--- src/rtl/operand_fetch.sv ---
// operand_fetch: arbitrates operand reads against writeback on a shared
// register file and forwards late writebacks into the fetched operands.
module operand_fetch #(
  parameter int STARVE_LIMIT = 2
) (
  input  logic        clk,
  input  logic        reset,
  input  logic        req_valid,
  output logic        req_ready,
  input  logic [4:0]  req_rs1,
  input  logic [4:0]  req_rs2,
  input  logic        wb_valid,
  output logic        wb_ready,
  input  logic [4:0]  wb_rd,
  input  logic [31:0] wb_data,
  output logic [4:0]  rf_a1,
  output logic [4:0]  rf_a2,
  output logic [4:0]  rf_a3,
  output logic [31:0] rf_wd3,
  output logic        rf_we3,
  input  logic [31:0] rf_rd1,
  input  logic [31:0] rf_rd2,
  output logic        op_valid,
  input  logic        op_ready,
  output logic [31:0] op_rs1_data,
  output logic [31:0] op_rs2_data
);

  localparam int CW =
    (STARVE_LIMIT < 1) ? 1 : $clog2(STARVE_LIMIT + 1);
  localparam logic [CW-1:0] LIMIT = CW'(STARVE_LIMIT);

  typedef enum logic [1:0] {
    IDLE,
    CAPT,
    OUT
  } state_t;

  state_t          state, state_n;
  logic [CW-1:0]   wait_cnt, wait_n;
  logic [4:0]      rs1_q, rs2_q;
  logic [31:0]     d1_n, d2_n;
  logic            starved;
  logic            read_win;
  logic            wr;

  function automatic logic [31:0] pick(
    input logic [4:0]  rs,
    input logic [31:0] rd,
    input logic        we,
    input logic [4:0]  wa,
    input logic [31:0] wd
  );
    if (rs == 5'd0)
      return 32'd0;
    else if (we && wa == rs)
      return wd;
    else
      return rd;
  endfunction

  assign starved  = (wait_cnt == LIMIT);
  assign read_win = !reset && state == IDLE && req_valid &&
                    (!wb_valid || starved);

  assign req_ready = read_win;
  assign wb_ready  = !reset && !read_win;

  // Writes to x0 are accepted but never reach the file.
  assign wr     = wb_valid && wb_ready && wb_rd != 5'd0;
  assign rf_we3 = wr;
  assign rf_a3  = wb_rd;
  assign rf_wd3 = wb_data;
  assign rf_a1  = req_rs1;
  assign rf_a2  = req_rs2;

  assign op_valid = (state == OUT);

  always_comb begin
    state_n = state;
    wait_n  = wait_cnt;
    d1_n    = op_rs1_data;
    d2_n    = op_rs2_data;
    unique case (state)
      IDLE: begin
        if (read_win) begin
          state_n = CAPT;
          wait_n  = '0;
        end else if (req_valid && wb_valid && !starved) begin
          wait_n = wait_cnt + 1'b1;
        end
      end
      CAPT: begin
        d1_n    = pick(rs1_q, rf_rd1, wr, wb_rd, wb_data);
        d2_n    = pick(rs2_q, rf_rd2, wr, wb_rd, wb_data);
        state_n = OUT;
      end
      OUT: begin
        d1_n = pick(rs1_q, op_rs1_data, wr, wb_rd, wb_data);
        d2_n = pick(rs2_q, op_rs2_data, wr, wb_rd, wb_data);
        if (op_ready)
          state_n = IDLE;
      end
      default: state_n = IDLE;
    endcase
  end

  always_ff @(posedge clk or posedge reset) begin
    if (reset) begin
      state       <= IDLE;
      wait_cnt    <= '0;
      rs1_q       <= '0;
      rs2_q       <= '0;
      op_rs1_data <= '0;
      op_rs2_data <= '0;
    end else begin
      state       <= state_n;
      wait_cnt    <= wait_n;
      op_rs1_data <= d1_n;
      op_rs2_data <= d2_n;
      if (read_win) begin
        rs1_q <= req_rs1;
        rs2_q <= req_rs2;
      end
    end
  end

endmodule
--- config.mk ---
export PLATFORM = sky130hd
export DESIGN_NAME = operand_fetch
export DESIGN_NICKNAME = d
export VERILOG_FILES = /design/src/rtl/operand_fetch.sv
export SDC_FILE = /design/constraint.sdc
export NUM_CORES = 1
export LEC_CHECK = 0
export ABC_AREA = 1
export ABC_CLOCK_PERIOD_IN_PS = 2620
export BUFFER_PORTS_ARGS = -buffer_cell sky130_fd_sc_hd__buf_2
export CAP_MARGIN = 20
export CORE_MARGIN = 3
export CORE_UTILIZATION = 45
export CTS_BUF_LIST = sky130_fd_sc_hd__clkbuf_4 sky130_fd_sc_hd__clkbuf_8
export CTS_CLUSTER_SIZE = 24
export DETAILED_ROUTE_END_ITERATION = 8
export GPL_ROUTABILITY_DRIVEN = 0
export MAX_ROUTING_LAYER = met4
export PLACE_DENSITY_LB_ADDON = 0.1
export SETUP_SLACK_MARGIN = 0.05
export SYNTH_ARGS = -nofsm -noshare
export SYNTH_HDL_FRONTEND = slang
export SYNTH_SLANG_ARGS = --single-unit
--- constraint.sdc ---
create_clock -name clk -period 2.62 [get_ports clk]
set_input_delay 0.131 -clock clk [delete_from_list [all_inputs] [get_ports clk]]
set_output_delay 0.131 -clock clk [all_outputs]
set_load 0.02 [all_outputs]
==> results_dict.tcl <==
set metrics [dict create \
    io_buffers 230 \
    slew_headroom_pct 56.7 \
    drive_gt1_share_pct 28.3 \
    ys_ff_latch 78 \
    initial_utilization_pct 47.3 \
    crit_type "flop to flop" \
    antenna_cells 0 \
    cts.sinks 78 \
    ios 231 \
    critPathRequiredTime_ns 2.87 \
    final_common_cell "nand2_1" \
    cts_made_buffers 9 \
    place_inst 1097 \
    die_x_um 114 \
    synth_top_family_by_area "simple AND/OR/NAND/NOR gates" \
    grt_pass1_wl_um 26000 \
    cts_tree "done" \
    hold_depth 3 \
    wl_per_cell_um 14.5 \
    synthSimpleGateAreaFrac_pct 38.6 \
    slew_viol_final 0 \
    mostFrequentLayoutCells "nand2_1 (251), buf_2 (230), inv_1 (115), nor2_1 (109), dfrtp_1 (78)" \
    status "completed" \
    avgSynthCellArea_um2 6.58 \
    antenna_found_initial 0 \
    synth_seq_area_share_pct 36.9 \
    path_max_fanout 32 \
    coreArea_um2 11200 \
    ant_nets 0 \
    place_hpwl_um 11400 \
    worstRegToRegCells 12 \
    drt_iter0_markers 383 \
    synth_nets 924 \
    core.rowCount 38 \
    fin_crit_sh_pct 88.4 \
    start_kind "flop" \
    r2r_slack_ns 0.31 \
    insertion_delay_ns 0.36 \
    die_area_um2 13100 \
    synth_cell_type_count 27 \
    hold_path_class "input port to flop" \
    reg2reg_to "op_rs2_data[17]" \
    synth_xor_area_share_pct 0.332 \
    route.detailed.drc 0 \
    via_per_inst 4.82 \
    root_buffer "clkbuf_8" \
    wirelength_um 16300 \
    clock_skew_ns 0.0125 \
    yosys_warnings 0 \
    finalSetupTns_ns 0 \
    cts.clk_slew.worst_paths_ns 0.09 \
    fin_cells 1126 \
    holdCritStartpoint "req_rs1[3]" \
    drtPass1Iterations 5 \
    grt_start_max_net_pins 79 \
    cap_violations 0 \
    area_delta_synth_final_pct 24.3 \
    min_to "rs1_q[3]" \
    gr-total-overflow 0 \
    nets 1102 \
    setup_violations 0 \
    synthMuxAreaShare_pct 0 \
    grt_pass1_vias 5088 \
    synth_fa_ha_area_share_pct 1.18 \
    powerDensity_nw_per_um2 1330 \
    fmax_mhz 432 \
    synth_compound_area_share_pct 3.79 \
    rsz0062_at_grt "no" \
    hold-worst-slack_ns 0.0251 \
    worst_pin_slew_ns 0.649 \
    synth_area_um2 5280 \
    p_leak_nw 4.04 \
    die_h_um 114 \
    endpoint_kind "flop" \
    cts_buffer_depth 2 \
    num_vias 5425 \
    period_needed_ns 2.31 \
    postCtsSetupRepairBufs 0 \
    worstPathArrival_ns 2.56 \
    synthesis.instances 803 \
    grt_use_total_pct 26.0 \
    peakVddDrop_mv 0.731 \
    reg2reg_from "state[0]" \
    hold_viol 0 \
    htree_levels 3 \
]
==> cell usage after synthesis <==
master / instances / share of area, %
nor3_1: 2 / 0.19
ha_1: 5 / 1.2
nor2_1: 109 / 7.7
a21oi_1: 29 / 2.7
nand3b_1: 27 / 3.8
nand3_2: 2 / 0.38
buf_6: 3 / 0.64
nand3_1: 66 / 6.3
inv_2: 5 / 0.36
buf_1: 4 / 0.28
nand2_1: 251 / 18
clkinv_1: 1 / 0.071
nand4_1: 2 / 0.24
nand3_4: 1 / 0.33
buf_4: 52 / 7.4
dfrtp_1: 78 / 37
nor2_4: 1 / 0.21
nand2_4: 3 / 0.64
xnor2_1: 2 / 0.33
nor2_2: 1 / 0.12
clkbuf_1: 19 / 1.3
o21ai_0: 11 / 1.0
buf_2: 9 / 0.85
nand2_2: 2 / 0.24
inv_1: 116 / 8.2
nor2_8: 1 / 0.38
nor3_2: 1 / 0.19
==> kinds of logic (layout without fill, tap and decap cells) <==
group | count (synthesis) | after routing
buf+inv | 209 | 392
flops | 78 | 78
fa+ha+maj | 5 | 5
xor+xnor | 2 | 2
compound gates | 40 | 40
simple gates | 469 | 469
==> state kept, by name, indices dropped and copies added, names as in the netlist <==
name and cells:
wait_cnt 2, rs1_q 5, op_rs1_data 32, rs2_q 5, op_rs2_data 32, state 2
==> worst max-delay path by stage <==
| stage | from | end | slack, ns |
|---|---|---|---|
| 6_report | state[0] | op_rs2_data[17] | 0.31 |
| 5_1_grt | state[0] | op_rs2_data[7] | 0.13 |
| 4_1_cts | state[0] | op_rs2_data[17] | 0.32 |
| 3_5_place_dp | state[1] | op_rs2_data[17] | 0.34 |
| 3_3_place_gp | state[0] | op_rs2_data[30] | 0.43 |
| 2_1_floorplan | reset | op_rs2_data[12] | 0.27 |
==> where the power goes <==
| group | switching [mW] | total (mW) | internal, mW |
|---|---|---|---|
| registers | 0.330 | 2.21 | 1.88 |
| clock network | 0.469 | 1.18 | 0.708 |
| logic | 3.60 | 5.32 | 1.72 |
| total | 4.40 | 8.71 | 4.31 |
==> per-layer routing <==
metal	GRT usage [%]	vias to the layer above	wire, um	part of all wire (%)
li1	-	2717	-	-
met1	34.3	2462	7320	45
met2	42.5	232	7710	47
met3	4.81	14	1110	6.8
met4	4.75	0	202	1.2
met5	-	-	0	0
==> area by class of cell <==
class	instances	area (um2)
clock buffers	13	166
flip-flops and latches	78	1950
multi-input cells	516	2320
repair buffers	254	1400
well taps	140	175
fillers	1169	4600
inverters	122	462
clock inverters	3	90.1
==> through the flow <==
step / setup WS (ns) / utilization [%] / total power, mW / area [um2]
2_1_floorplan: 0.274 / - / 5.89 / 5290
3_3_place_gp: 0.427 / 55.0 / 7.37 / 6140
3_5_place_dp: 0.344 / 55.0 / 7.43 / 6140
4_1_cts: 0.315 / 58.1 / 8.63 / 6490
5_1_grt: 0.132 / 58.8 / 9.53 / 6570
6_report: 0.305 / 58.8 / 8.71 / 6570
==> repair_timing <==
action / 4_1_cts / 5_1_grt
gates resized for setup: 0 / 0
hold buffers: 9 / 1
hold endpoints to repair: 9 / 15
==> critical path, stage by stage (launching register included) <==
cell and delay [ns]:
dfrtp_1 0.36, inv_1 0.09, ha_2 0.19, nand2_1 0.08, nor2_1 0.06, nand2_2 0.10
nand3_2 0.12, nor2_8 0.18, nand2_4 0.14, inv_2 0.51, nand3_1 0.18, nand2_1 0.11
nor2_1 0.04
Note: power is estimated with default switching activity, not from simulation.
